==> src/rtl/teclado_barrido_if.sv <==
// Keypad pin and key-event bundle for teclado_barrido.
// Bit 0 of fila/columna is Fila1/Columna1, and bit 3 is Fila4/Columna4.
interface teclado_if;
    logic [3:0] fila;
    logic [3:0] columna;
    logic [3:0] tecla;
    logic       teclaValida;
    logic       botonApretado;

    modport master (
        input  fila,
        output columna,
        output tecla,
        output teclaValida,
        output botonApretado
    );

    modport slave (
        output fila,
        input  columna,
        input  tecla,
        input  teclaValida,
        input  botonApretado
    );
endinterface

==> src/rtl/teclado_barrido.sv <==
// 4x4 keypad scanner: one-hot column drive, synchronized and debounced rows, 4-bit key code plus strobe.
// Define TECLADO_REPEAT_EN to re-strobe a held key after REPEAT_DELAY, then every REPEAT_RATE clocks.
module teclado_barrido #(
    parameter int SCAN_DIV     = 1000,
    parameter int DEBOUNCE_CYC = 20000,
    parameter int REPEAT_DELAY = 500000,
    parameter int REPEAT_RATE  = 100000
) (
    input  logic       Clk,
    input  logic       Reset,
    teclado_if.master  kbd
);
    localparam int CNT_TOP = (SCAN_DIV > DEBOUNCE_CYC) ? SCAN_DIV : DEBOUNCE_CYC;
    localparam int CNT_W   = (CNT_TOP > 2) ? $clog2(CNT_TOP) : 1;
    localparam logic [CNT_W-1:0] SCAN_LAST = CNT_W'(SCAN_DIV - 1);
    localparam logic [CNT_W-1:0] DEB_LAST  = CNT_W'(DEBOUNCE_CYC - 1);

    typedef enum logic [1:0] {SCAN, DEBOUNCE, PRESSED, RELEASE} state_t;

    state_t           state_q, state_d;
    logic [3:0]       fila_meta_q, filas_s_q;
    logic [3:0]       col_q, col_d;
    logic [CNT_W-1:0] cnt_q, cnt_d;
    logic [1:0]       row_idx_q, row_idx_d;
    logic [1:0]       col_idx_q, col_idx_d;
    logic [3:0]       tecla_q, tecla_d;
    logic             valida_q, valida_d;
    logic             boton_q, boton_d;
    logic             strobe_first;
    logic             repeat_fire;
    logic             row_hit;
    logic [1:0]       lowest_row;
    logic [1:0]       cur_col;
    logic [3:0]       col_rot;

    assign row_hit = filas_s_q[row_idx_q];
    assign col_rot = {col_q[2:0], col_q[3]};

    always_comb begin
        lowest_row = 2'd0;
        if (filas_s_q[0])      lowest_row = 2'd0;
        else if (filas_s_q[1]) lowest_row = 2'd1;
        else if (filas_s_q[2]) lowest_row = 2'd2;
        else if (filas_s_q[3]) lowest_row = 2'd3;
    end

    always_comb begin
        cur_col = 2'd0;
        if (col_q[1])      cur_col = 2'd1;
        else if (col_q[2]) cur_col = 2'd2;
        else if (col_q[3]) cur_col = 2'd3;
    end

    always_comb begin
        state_d      = state_q;
        col_d        = col_q;
        cnt_d        = cnt_q;
        row_idx_d    = row_idx_q;
        col_idx_d    = col_idx_q;
        tecla_d      = tecla_q;
        boton_d      = boton_q;
        strobe_first = 1'b0;
        case (state_q)
            SCAN: begin
                if (cnt_q == SCAN_LAST) begin
                    cnt_d = '0;
                    if (filas_s_q != 4'd0) begin
                        row_idx_d = lowest_row;
                        col_idx_d = cur_col;
                        state_d   = DEBOUNCE;
                    end else begin
                        col_d = col_rot;
                    end
                end else begin
                    cnt_d = cnt_q + 1'b1;
                end
            end
            DEBOUNCE: begin
                if (!row_hit) begin
                    cnt_d   = '0;
                    state_d = SCAN;
                end else if (cnt_q == DEB_LAST) begin
                    cnt_d        = '0;
                    tecla_d      = {row_idx_q, col_idx_q};
                    strobe_first = 1'b1;
                    boton_d      = 1'b1;
                    state_d      = PRESSED;
                end else begin
                    cnt_d = cnt_q + 1'b1;
                end
            end
            PRESSED: begin
                // Only the latched row matters; extra rows pressed meanwhile are ignored.
                if (!row_hit) begin
                    cnt_d   = '0;
                    state_d = RELEASE;
                end
            end
            RELEASE: begin
                if (row_hit) begin
                    state_d = PRESSED;
                end else if (filas_s_q != 4'd0) begin
                    cnt_d = '0;
                end else if (cnt_q == DEB_LAST) begin
                    cnt_d   = '0;
                    boton_d = 1'b0;
                    col_d   = col_rot;
                    state_d = SCAN;
                end else begin
                    cnt_d = cnt_q + 1'b1;
                end
            end
            default: state_d = SCAN;
        endcase
    end

`ifdef TECLADO_REPEAT_EN
    localparam int RCNT_TOP = (REPEAT_DELAY > REPEAT_RATE) ? REPEAT_DELAY : REPEAT_RATE;
    localparam int RCNT_W   = (RCNT_TOP > 2) ? $clog2(RCNT_TOP) : 1;
    localparam logic [RCNT_W-1:0] DELAY_LAST = RCNT_W'(REPEAT_DELAY - 1);
    localparam logic [RCNT_W-1:0] RATE_LAST  = RCNT_W'(REPEAT_RATE - 1);

    logic [RCNT_W-1:0] rcnt_q, rcnt_d;
    logic              rep_seen_q, rep_seen_d;

    // rcnt is held through RELEASE so a bounce back to PRESSED resumes the same schedule.
    always_comb begin
        rcnt_d      = rcnt_q;
        rep_seen_d  = rep_seen_q;
        repeat_fire = 1'b0;
        if (strobe_first) begin
            rcnt_d     = '0;
            rep_seen_d = 1'b0;
        end else if (state_q == PRESSED && row_hit) begin
            if ((!rep_seen_q && rcnt_q == DELAY_LAST) || (rep_seen_q && rcnt_q == RATE_LAST)) begin
                repeat_fire = 1'b1;
                rcnt_d      = '0;
                rep_seen_d  = 1'b1;
            end else begin
                rcnt_d = rcnt_q + 1'b1;
            end
        end else if (state_q == RELEASE && state_d == SCAN) begin
            rcnt_d     = '0;
            rep_seen_d = 1'b0;
        end
    end

    always_ff @(posedge Clk) begin
        if (Reset) begin
            rcnt_q     <= '0;
            rep_seen_q <= 1'b0;
        end else begin
            rcnt_q     <= rcnt_d;
            rep_seen_q <= rep_seen_d;
        end
    end
`else
    assign repeat_fire = 1'b0;
`endif

    assign valida_d = strobe_first | repeat_fire;

    always_ff @(posedge Clk) begin
        if (Reset) begin
            fila_meta_q <= 4'd0;
            filas_s_q   <= 4'd0;
            state_q     <= SCAN;
            col_q       <= 4'b0001;
            cnt_q       <= '0;
            row_idx_q   <= 2'd0;
            col_idx_q   <= 2'd0;
            tecla_q     <= 4'd0;
            valida_q    <= 1'b0;
            boton_q     <= 1'b0;
        end else begin
            fila_meta_q <= kbd.fila;
            filas_s_q   <= fila_meta_q;
            state_q     <= state_d;
            col_q       <= col_d;
            cnt_q       <= cnt_d;
            row_idx_q   <= row_idx_d;
            col_idx_q   <= col_idx_d;
            tecla_q     <= tecla_d;
            valida_q    <= valida_d;
            boton_q     <= boton_d;
        end
    end

    assign kbd.columna       = col_q;
    assign kbd.tecla         = tecla_q;
    assign kbd.teclaValida   = valida_q;
    assign kbd.botonApretado = boton_q;
endmodule
==> src/flat_wrapper.sv <==
// flat-port wrapper written by rule: the top's interface ports become plain ports
module teclado_barrido_flat 
#(
    parameter int SCAN_DIV     = 1000,
    parameter int DEBOUNCE_CYC = 20000,
    parameter int REPEAT_DELAY = 500000,
    parameter int REPEAT_RATE  = 100000
)
  (Clk, Reset, kbd_fila, kbd_columna, kbd_tecla, kbd_teclaValida, kbd_botonApretado);
  teclado_if kbd_i ();
  input  logic Clk;
  input  logic Reset;
  input wire logic [$bits(kbd_i.fila)-1:0] kbd_fila;
  output wire logic [$bits(kbd_i.columna)-1:0] kbd_columna;
  output wire logic [$bits(kbd_i.tecla)-1:0] kbd_tecla;
  output wire logic [$bits(kbd_i.teclaValida)-1:0] kbd_teclaValida;
  output wire logic [$bits(kbd_i.botonApretado)-1:0] kbd_botonApretado;
  assign kbd_i.fila = kbd_fila;
  assign kbd_columna = kbd_i.columna;
  assign kbd_tecla = kbd_i.tecla;
  assign kbd_teclaValida = kbd_i.teclaValida;
  assign kbd_botonApretado = kbd_i.botonApretado;
  teclado_barrido #(.SCAN_DIV(SCAN_DIV), .DEBOUNCE_CYC(DEBOUNCE_CYC), .REPEAT_DELAY(REPEAT_DELAY), .REPEAT_RATE(REPEAT_RATE)) u_core (.Clk(Clk), .Reset(Reset), .kbd(kbd_i));
endmodule
==> config.mk <==
export PLATFORM = sky130hd
export DESIGN_NAME = teclado_barrido_flat
export DESIGN_NICKNAME = d
export VERILOG_FILES = /design/src/rtl/teclado_barrido_if.sv /design/src/rtl/teclado_barrido.sv /design/src/flat_wrapper.sv
export SDC_FILE = /design/constraint.sdc
export NUM_CORES = 1
export LEC_CHECK = 0
export ABC_AREA = 1
export ABC_CLOCK_PERIOD_IN_PS = 3300
export BUFFER_PORTS_ARGS = -buffer_cell sky130_fd_sc_hd__buf_2
export CAP_MARGIN = 10
export CELL_PAD_IN_SITES_DETAIL_PLACEMENT = 1
export CELL_PAD_IN_SITES_GLOBAL_PLACEMENT = 1
export CORE_UTILIZATION = 46
export DETAILED_ROUTE_END_ITERATION = 12
export PLACE_DENSITY_LB_ADDON = 0.05
export SYNTH_ARGS = -nofsm -noshare
export SYNTH_HDL_FRONTEND = slang
export SYNTH_SLANG_ARGS = --single-unit
==> constraint.sdc <==
create_clock -name Clk -period 3.3 [get_ports Clk]
set_clock_uncertainty 0.1 [all_clocks]
set_input_delay 0.825 -clock Clk [delete_from_list [all_inputs] [get_ports Clk]]
set_output_delay 0.825 -clock Clk [all_outputs]
set_load 0.01 [all_outputs]
==> flow_metrics.py, run 1 <==
metrics = {
    "outcome": {
        "outcome": "completed",
    },
    "global_routing": {
        "first_global_vias": 1807,
        "use_met3_pct": 3.45,
        "grt_max_degree": 18,
        "grt_pass1_wl_um": 7980,
        "busiest_layer": "met2",
        "overflow": 0,
        "use_met1_pct": 26.9,
        "globalRouteTotalUtil_pct": 23.1,
        "met2_usage_pct": 42.4,
        "antenna_found_initial": 0,
    },
    "timing": {
        "tightest_slew_ns": 0.503,
        "fmax_mhz": 538,
        "relSlewSlack_pct": 66.4,
        "setup_slack_ns": 1.44,
        "holdWs_ns": 0.310,
        "slew_viol_final": 0,
        "tns_ns": 0,
        "fin_crit_sh_pct": 56.3,
        "rsz0062_at_grt": "false",
        "finalHoldViolCount": 0,
        "finalSetupViolCount": 0,
        "layout_min_cycle_time_ns": 1.86,
    },
    "place": {
        "dp_hpwl_um": 3740,
        "portBuffers": 15,
        "gp_congestion": 0.848,
        "post-place-ws_ns": 1.34,
    },
    "cts": {
        "cts_buffers": 5,
        "tritoncts": "done",
        "root_buffer": "clkbuf_8",
        "cts.clk_slew.worst_paths_ns": 0.08,
        "cts_resized": 0,
        "h-tree-depth": 2,
        "postCtsHoldBufs": 0,
        "cts_setup_buffers": 0,
        "clock_latency_ns": 0.29,
        "clockBufferDepth": 2,
        "clock_sinks": 39,
    },
    "setup_path": {
        "crit_type": "reg2reg",
        "critPathLaunchType": "flip-flop",
        "crit_start": "u_core.cnt_q[0]",
        "max_stage_delay_ns": 0.39,
        "worst_ep_arrival_time_ns": 1.94,
        "worst_path_max_delay_cell": "dfxtp_1",
        "cp_cell_sequence": "ha_1, nand2_1, nor4_1, nand4_2, a21oi_1, nor2_1",
        "cp.required_ns": 3.38,
        "end_kind": "flip-flop",
        "cp_max_fo": 8,
        "r2r-start": "u_core.cnt_q[0]",
    },
    "logic_synthesis": {
        "synth_cells": 291,
        "synth_area_um2": 2050,
        "yosys.cell_count.top_type": "nand2_1",
        "syn-num-nets": 298,
        "ys_types": 36,
        "avgSynthCellArea_um2": 7.04,
        "synth.ff_latch_count": 39,
        "yosys-top-cells-count": "nand2_1 (63), nor2_1 (47), inv_1 (41), dfxtp_1 (39), a21oi_1 (17)",
        "synth_top_area_share_pct": 38.1,
        "synth_edf_count": 0,
        "synth_top_flop_cell": "dfxtp_1",
        "async_flop_share_pct": 0,
        "yosys.area.top_type": "dfxtp_1",
        "yosys-top-cells-area": "dfxtp_1 (38%), nand2_1 (12%), nor2_1 (8.6%)",
        "ys_seq_area_share_pct": 38.1,
        "ys.warnings.count": 0,
    },
    "die": {
        "ios": 16,
        "die_x_um": 68.7,
        "core_um2": 4140,
        "dieArea_um2": 4720,
        "die_h_um": 68.7,
        "rows": 23,
        "start_util_pct": 49.4,
    },
    "drt": {
        "viasPerCell": 5.17,
        "dr.pass1.iters": 4,
        "wl_per_cell_um": 13.5,
        "ant_nets": 0,
        "drc": 0,
        "totalWireLength_um": 4850,
        "num_vias": 1862,
        "dr.first_iter.drc_count": 73,
    },
    "hold_path": {
        "holdCritPathClass": "reg2reg",
        "worstHoldStart": "u_core.fila_meta_q[3]",
    },
    "flow_run": {
        "maxCapViolCount": 0,
    },
    "pwr": {
        "power_density_nw_per_um2": 408,
        "vdd_drop_max_uv": 344,
        "leakage_nw": 1.06,
        "power_uw": 929,
    },
    "final_layout": {
        "syn_to_final_growth_pct": 11.3,
        "n_antenna_cell": 0,
        "layout-drive-gt1-share_pct": 17.1,
        "post-route-util_pct": 55.0,
        "fill_cells": 573,
        "nets": 316,
    },
}
==> registers in the layout, summed over array words and instances (netlist names), named ones only <==
signal,count
u_core.cnt_q,15
u_core.kbd.teclaValida,1
u_core.kbd.columna,4
u_core.fila_meta_q,4
u_core.kbd.tecla,4
u_core.kbd.botonApretado,1
u_core.filas_s_q,4
u_core.row_idx_q,2
u_core.state_q,1
u_core.col_idx_q,2
==> placed cells by master (no fill, tap or decap) <==
master and instances:
o21a_1 1, nand4_1 4, dfxtp_1 39, nand3_4 1, nor3_2 2, a21oi_1 17
nand4_2 1, bufinv_16 1, nand3b_4 1, o21bai_2 1, nor2_8 1, o21ai_0 12
a31oi_1 1, inv_2 2, o21ai_1 2, clkinv_2 2, nor3_1 3, nor2_4 2
nor2_1 47, xor2_1 5, clkbuf_8 6, nand2_4 3, nand3_1 15, nor4_1 2
nand4_4 1, nor3_4 1, o211ai_1 2, nand2_2 7, xnor2_1 1, nand3_2 1
nand3b_1 1, nand2_1 63, ha_1 1, nor2_2 5, buf_2 15, inv_1 41
==> where the power goes <==
part	switching (mW)	internal, mW
clock network	0.166	0.245
logic	0.0239	0.0118
registers	0.00530	0.478
total	0.195	0.734
==> metrics by stage <==
| stage | area, µm² | std cells |
|---|---|---|
| floorplan | 2050 | 291 |
| global placement | 2160 | 352 |
| detailed placement | 2160 | 352 |
| CTS | 2280 | 360 |
| global route | 2280 | 360 |
| finish | 2280 | 360 |
==> layer usage <==
layer,wire length [µm],share of wire [%],up-vias
met5,0,0,-
met4,60,1.2,0
met3,120,2.5,6
met2,2530,52,26
met1,2140,44,882
li1,-,-,948
==> final cells by class <==
class | count | area [µm²] | area share (%)
flip-flops and latches | 39 | 781 | 34.2
inverters | 44 | 166 | 7.30
multi-input cells | 204 | 1080 | 47.3
well taps | 50 | 62.6 | 2.74
clock inverters | 2 | 35.0 | 1.54
clock buffers | 6 | 82.6 | 3.62
repair buffers | 15 | 75.1 | 3.29
==> path summary, 6_finish.rpt <==
kind | cells past startpoint | slack, ns | end
min | 2 | 0.31 | u_core.filas_s_q[3]
min reg2reg | 2 | 0.31 | u_core.filas_s_q[3]
max reg2reg | 6 | 1.44 | u_core.kbd.columna[3]
max | 6 | 1.44 | u_core.kbd.columna[3]
==> worst max-delay path: cells and delay by family (launching register included) <==
family	cells	cell delay, ns
AND/OR/NAND/NOR	4	0.85
flip-flops	1	0.39
AO/OA/AOI/OAI	1	0.21
adder cells (fa/ha/maj)	1	0.21
==> kinds of logic after synthesis <==
| family | count (synthesis) | share of synthesized area, % |
|---|---|---|
| AND/OR/NAND/NOR | 161 | 39.9 |
| adder cells (fa/ha/maj) | 1 | 0.611 |
| buffers and inverters | 48 | 9.29 |
| XOR/XNOR | 6 | 2.57 |
| AO/OA/AOI/OAI | 36 | 9.53 |
| flip-flops | 39 | 38.1 |
Power figures use the tool's default switching activity.
==> run 2: changes to the inputs <==
--- a/config.mk
+++ b/config.mk
@@ -5,13 +5,13 @@
 export SDC_FILE = /design/constraint.sdc
 export NUM_CORES = 1
 export LEC_CHECK = 0
-export ABC_AREA = 1
-export ABC_CLOCK_PERIOD_IN_PS = 3300
+export ABC_AREA = 0
+export ABC_CLOCK_PERIOD_IN_PS = 1700
 export BUFFER_PORTS_ARGS = -buffer_cell sky130_fd_sc_hd__buf_2
 export CAP_MARGIN = 10
 export CELL_PAD_IN_SITES_DETAIL_PLACEMENT = 1
 export CELL_PAD_IN_SITES_GLOBAL_PLACEMENT = 1
-export CORE_UTILIZATION = 46
+export CORE_UTILIZATION = 40
 export DETAILED_ROUTE_END_ITERATION = 12
 export PLACE_DENSITY_LB_ADDON = 0.05
 export SYNTH_ARGS = -nofsm -noshare
==> constraint.sdc (replaced) <==
create_clock -name Clk -period 1.7 [get_ports Clk]
set_clock_uncertainty 0.1 [all_clocks]
set_input_delay 0.425 -clock Clk [delete_from_list [all_inputs] [get_ports Clk]]
set_output_delay 0.425 -clock Clk [all_outputs]
set_load 0.01 [all_outputs]
==> flow_metrics.py, run 2 <==
metrics = {
    "cts": {
        "h-tree-depth": 2,
        "clockBufferDepth": 2,
        "tritoncts": "done",
        "clock_latency_ns": 0.29,
        "root_buffer": "clkbuf_8",
        "cts_buffers": 5,
        "clock_sinks": 39,
        "cts.clk_slew.worst_paths_ns": 0.07,
    },
    "final_layout": {
        "mostFrequentLayoutCells": "buf_4 (50), dfxtp_1 (32), nand2_1 (16), nor2_1 (16), buf_2 (15)",
        "nets": 279,
        "mostFrequentLayoutCell": "buf_4",
        "layout-drive-gt1-share_pct": 45.4,
        "largest_reg_flops": 15,
        "syn_to_final_growth_pct": 43.7,
        "n_antenna_cell": 0,
        "max_flop_register": "u_core.cnt_q",
        "fin_cells": 325,
    },
    "outcome": {
        "violations": "setup timing",
        "outcome": "finished with violations",
    },
    "logic_synthesis": {
        "syn-num-nets": 211,
        "synth-xor-area-share_pct": 6.28,
        "muxShareOfSynthArea_pct": 5.18,
        "synth-simple-area-share_pct": 27.7,
        "synth_top_family_by_area": "simple AND/OR/NAND/NOR gates",
        "yosys-top-cells-count": "dfxtp_1 (39), nor2_1 (27), nand2_1 (17), a21oi_1 (12)",
        "synth_compound_area_share_pct": 13.7,
        "yosys.cell_count.top_type": "dfxtp_1",
        "ys_seq_area_share_pct": 43.1,
        "synthAdderAreaFrac_pct": 0.690,
        "synth.ff_latch_count": 39,
        "synth_top_area_share_pct": 43.1,
        "ys_types": 48,
        "async_flop_share_pct": 0,
        "yosys-top-cells-area": "dfxtp_1 (43%), nor2_1 (5.6%), xnor2_1 (3.9%)",
        "synth_edf_count": 0,
        "synth_area_um2": 1810,
        "synth_cells": 204,
        "avgSynthCellArea_um2": 8.89,
        "synth_top_flop_cell": "dfxtp_1",
        "yosys.area.top_type": "dfxtp_1",
        "ys.warnings.count": 0,
    },
    "die": {
        "ios": 16,
        "core_um2": 4350,
        "die_x_um": 69.3,
        "die_h_um": 69.3,
        "rows": 24,
        "dieArea_um2": 4810,
        "start_util_pct": 41.6,
    },
    "hold_path": {
        "holdCritPathClass": "in2reg",
        "hold_end": "u_core.fila_meta_q[0]",
        "worstHoldStart": "kbd_fila[0]",
        "whs_path_depth": 2,
    },
    "timing": {
        "tightest_slew_ns": 0.395,
        "fin_crit_sh_pct": 121,
        "slew_viol_final": 0,
        "finalHoldViolCount": 0,
        "fmax_mhz": 488,
        "relSlewSlack_pct": 73.7,
        "setup_slack_ns": -0.351,
        "tns_ns": -7.49,
        "layout_min_cycle_time_ns": 2.05,
        "finalSetupViolCount": 31,
        "rsz0062_at_grt": "true",
    },
    "drt": {
        "totalWireLength_um": 5350,
        "num_vias": 1729,
        "dr_wl_met3_um": 175,
        "viasPerCell": 5.32,
        "routedLengthMet1_um": 2320,
        "ant_nets": 0,
        "highest_layer": "met4",
        "met2WireLength_um": 2730,
        "dr.first_iter.drc_count": 35,
        "drc": 0,
        "dr.pass1.iters": 4,
        "wl_per_cell_um": 16.5,
    },
    "place": {
        "gp_congestion": 0.848,
        "post-place-ws_ns": -0.380,
        "dp_hpwl_um": 3770,
        "dp.cells": 301,
        "portBuffers": 15,
    },
    "setup_path": {
        "cp.required_ns": 1.82,
        "worst_r2r_path_depth": 5,
        "critPathLaunchType": "flip-flop",
        "r2r-start": "u_core.cnt_q[9]",
        "reg2reg_to": "u_core.kbd.columna[3]",
        "reg2reg_slack_ns": -0.35,
        "crit_type": "reg2reg",
        "cp_max_fo": 4,
        "end_kind": "flip-flop",
        "worst_ep_arrival_time_ns": 2.17,
    },
    "pwr": {
        "power_mw": 1.69,
        "leakage_nw": 1.00,
        "power_density_nw_per_um2": 648,
        "vdd_drop_max_uv": 451,
    },
    "global_routing": {
        "overflow": 0,
        "grt_max_degree": 21,
        "globalRouteTotalUtil_pct": 23.6,
        "antenna_found_initial": 0,
        "grt_pass1_wl_um": 8860,
        "first_global_vias": 1902,
    },
    "flow_run": {
        "maxCapViolCount": 0,
    },
}
[run 2: cell count changes after synthesis, moves of 5 or more]
cell,change
nand2_1,-46
inv_1,-34
nor2_1,-20
nand3_1,-12
nor2b_1,+8
nand2_2,-7
xnor2_1,+7
mux2i_1,+6
a21oi_1,-5
nor2_2,-5
o21ai_0,-5
[run 2: worst max-delay path by stage]
| stage | from | to | cells past startpoint |
|---|---|---|---|
| after floorplan | u_core.cnt_q[5] | u_core.kbd.columna[0] | 5 |
| after global placement | u_core.cnt_q[5] | u_core.kbd.columna[3] | 5 |
| after detailed placement | u_core.cnt_q[1] | u_core.kbd.columna[3] | 6 |
| after CTS | u_core.cnt_q[9] | u_core.kbd.columna[3] | 5 |
| after global routing | u_core.cnt_q[9] | u_core.kbd.columna[3] | 5 |
| final | u_core.cnt_q[9] | u_core.kbd.columna[3] | 5 |
[run 2: worst max-delay path, cell delays in order, from the launching register on]
cell and delay, ns:
dfxtp_2 0.34, or3b_4 0.40, or4_4 0.56, nor3_2 0.13
o21a_2 0.22, mux2i_1 0.22
[run 2: timing repair]
action,4_1_cts,5_1_grt
hold buffers,0,0
pin swaps,17,20
resized for setup,28,14
setup buffers,9,8
hold endpoints to repair,0,0
setup endpoints to repair,31,31
gates cloned,1,0
[run 2: cell families (layout without fill, tap and decap cells)]
logic type	count (synthesis)	in the layout
and+or+nand+nor	91	91
DFF	39	39
AOI/OAI and AO/OA	37	38
buffers and inverters	15	83
xor gates and xnor gates	13	13
muxes	8	8
adders and majority gates	1	1
[run 2: cell type report]
cell class | count | area (µm²)
inverters | 7 | 26.3
clock buffers | 6 | 72.6
repair buffers | 68 | 484
well taps | 52 | 65.1
multi-input cells | 151 | 1150
clock inverters | 2 | 12.5
fillers | 523 | 1750
flip-flops and latches | 39 | 790
[run 2: through the flow]
stage          hold WS, ns  utilization, %  cell area [µm²]
6_report             0.238            59.8             2610
4_1_cts              0.237            57.4             2500
3_3_place_gp         0.319            51.3             2230
5_1_grt              0.263            59.8             2610
2_1_floorplan        0.314               -             1850
3_5_place_dp         0.345            51.3             2230
[run 2: per-layer routing]
| metal | GRT usage [%] | vias to the layer above |
|---|---|---|
| li1 | - | 853 |
| met1 | 26.9 | 827 |
| met2 | 42.3 | 35 |
| met3 | 5.09 | 14 |
| met4 | 10.2 | 0 |
| met5 | 0 | - |
[run 2: power breakdown]
part	switching, mW	internal, mW	leakage, nW	total [mW]
registers	0.00984	0.931	0.320	0.940
clock network	0.327	0.287	0.0412	0.614
logic	0.0671	0.0678	0.644	0.135
==> run 3: changes to the inputs <==
--- a/config.mk
+++ b/config.mk
@@ -6,12 +6,12 @@
 export NUM_CORES = 1
 export LEC_CHECK = 0
 export ABC_AREA = 0
-export ABC_CLOCK_PERIOD_IN_PS = 1700
+export ABC_CLOCK_PERIOD_IN_PS = 1900
 export BUFFER_PORTS_ARGS = -buffer_cell sky130_fd_sc_hd__buf_2
 export CAP_MARGIN = 10
 export CELL_PAD_IN_SITES_DETAIL_PLACEMENT = 1
 export CELL_PAD_IN_SITES_GLOBAL_PLACEMENT = 1
-export CORE_UTILIZATION = 40
+export CORE_UTILIZATION = 44
 export DETAILED_ROUTE_END_ITERATION = 12
 export PLACE_DENSITY_LB_ADDON = 0.05
 export SYNTH_ARGS = -nofsm -noshare
==> constraint.sdc (replaced) <==
create_clock -name Clk -period 1.9 [get_ports Clk]
set_clock_uncertainty 0.1 [all_clocks]
set_input_delay 0.475 -clock Clk [delete_from_list [all_inputs] [get_ports Clk]]
set_output_delay 0.475 -clock Clk [all_outputs]
set_load 0.01 [all_outputs]
==> flow_metrics.py, run 3 (synthesis results as in run 2) <==
metrics = {
    "setup_path": {
        "cp_max_fo": 4,
        "cp.required_ns": 2.03,
        "max_stage_delay_ns": 0.57,
        "worst_r2r_path_depth": 5,
        "cp_cell_sequence": "or3_4, or4_4, nor4b_4, nand2_1, a21oi_2",
        "end_kind": "flip-flop",
        "crit_type": "reg2reg",
        "critPathLaunchType": "flip-flop",
        "worst_path_max_delay_cell": "or4_4",
        "crit_start": "u_core.cnt_q[5]",
        "r2r-start": "u_core.cnt_q[5]",
        "reg2reg_to": "u_core.kbd.tecla[1]",
        "reg2reg_slack_ns": -0.17,
        "worst_ep_arrival_time_ns": 2.20,
    },
    "place": {
        "dp_hpwl_um": 3740,
        "dp.cells": 293,
        "place_area_um2": 2180,
        "portBuffers": 15,
        "gp_congestion": 0.951,
    },
    "drt": {
        "drc": 0,
        "num_vias": 1808,
        "totalWireLength_um": 6570,
        "ant_nets": 0,
        "dr.pass1.iters": 4,
        "dr.first_iter.drc_count": 117,
        "viasPerCell": 5.93,
        "wl_per_cell_um": 21.5,
    },
    "cts": {
        "clock_sinks": 39,
        "cts.clk_slew.worst_paths_ns": 0.07,
        "root_buffer": "clkbuf_8",
        "postCtsHoldBufs": 0,
        "cts_buffers": 5,
        "clock_latency_ns": 0.30,
        "h-tree-depth": 2,
        "tritoncts": "done",
        "clockBufferDepth": 2,
    },
    "hold_path": {
        "whs_path_depth": 2,
        "worstHoldStart": "kbd_fila[3]",
        "holdCritPathClass": "in2reg",
        "hold_end": "u_core.fila_meta_q[3]",
    },
    "global_routing": {
        "antenna_found_initial": 0,
        "globalRouteTotalUtil_pct": 27.6,
        "grt_pass1_wl_um": 8870,
        "first_global_vias": 1843,
        "overflow": 0,
        "grt_max_degree": 23,
    },
    "die": {
        "core_um2": 3800,
        "ios": 16,
        "dieArea_um2": 4380,
        "start_util_pct": 47.7,
        "die_x_um": 66.2,
        "rows": 22,
        "die_h_um": 66.2,
    },
    "final_layout": {
        "layout-drive-gt1-share_pct": 39.3,
        "largest_reg_flops": 15,
        "mostFrequentLayoutCell": "buf_4",
        "max_flop_register": "u_core.cnt_q",
        "fill_cells": 435,
        "fin_cells": 305,
        "syn_to_final_growth_pct": 35.3,
        "final_cell_area_um2": 2450,
        "mostFrequentLayoutCells": "buf_4 (37), dfxtp_1 (32), nor2_1 (24), nand2_1 (16), buf_2 (15)",
        "multiInputGateArea_um2": 1140,
        "seq_area_um2": 790,
        "n_antenna_cell": 0,
        "nets": 263,
    },
    "timing": {
        "tns_ns": -2.94,
        "finalSetupViolCount": 28,
        "fmax_mhz": 484,
        "slew_viol_final": 0,
        "rsz0062_at_grt": "true",
        "tightest_slew_ns": 0.408,
        "relSlewSlack_pct": 72.7,
        "layout_min_cycle_time_ns": 2.07,
        "fin_crit_sh_pct": 109,
        "finalHoldViolCount": 0,
        "setup_slack_ns": -0.166,
    },
    "outcome": {
        "violations": "setup timing",
        "outcome": "finished with violations",
    },
    "flow_run": {
        "maxCapViolCount": 0,
    },
    "pwr": {
        "leakage_nw": 0.928,
        "power_density_nw_per_um2": 614,
        "vdd_drop_max_uv": 446,
    },
}
==> run 3: cell types whose count changed in the layout (fill, tap and decap cells not counted), sizes merged <==
cell      delta
buf         -16
clkbuf       +1
clkinvlp     -1
==> run 3: repair_timing <==
action,in CTS,in global routing
gates cloned,1,0
buffers inserted,3,0
setup endpoints to repair,30,31
pin swaps,8,13
gates resized for setup,13,26
==> run 3: final cells by class <==
type                            instances  area share, %
Sequential cell                        39           32.2
Clock inverter                          1          0.204
Multi-Input combinational cell        151           46.6
Inverter                                7           1.07
Clock buffer                            7           3.11
Tap cell                               48           2.45
Timing Repair Buffer                   52           14.4
==> run 3: metal layers <==
metal  wire, µm  track usage [%]  vias to the layer above
li1           -                -                      821
met1       2780             34.0                      898
met2       3230             46.3                       63
met3        339             5.86                       26
met4        225             11.2                        0
met5          0                0                        -
==> run 3: where the power goes <==
part	total (mW)	switching (mW)	internal, mW
clock	0.549	0.291	0.258
sequential	0.844	0.0111	0.833
combinational	0.114	0.0587	0.0558
total	1.51	0.361	1.15
==> run 3: worst max-delay path by stage <==
stage / end / cells after the start
floorplan: u_core.cnt_q[9] / 6
global placement: u_core.kbd.columna[0] / 5
detailed placement: u_core.cnt_q[5] / 6
CTS: u_core.kbd.tecla[0] / 5
global route: u_core.kbd.columna[1] / 5
finish: u_core.kbd.tecla[1] / 5
==> run 3: worst max-delay path, delay by kind of cell, from the launching register on <==
family             cells  cell delay (ns)
AOI/OAI and AO/OA      1             0.15
and+or+nand+nor        4             1.43
DFF                    1             0.33
==> run 3: per-stage QoR <==
stage	setup slack [ns]	power [mW]	hold slack, ns	utilization, %
2_1_floorplan	-0.0349	0.911	0.314	-
3_3_place_gp	-0.0613	0.943	0.319	57.5
3_5_place_dp	-0.214	0.951	0.329	57.5
4_1_cts	-0.120	1.49	0.296	62.0
5_1_grt	-0.248	1.56	0.287	64.6
6_report	-0.166	1.51	0.297	64.6
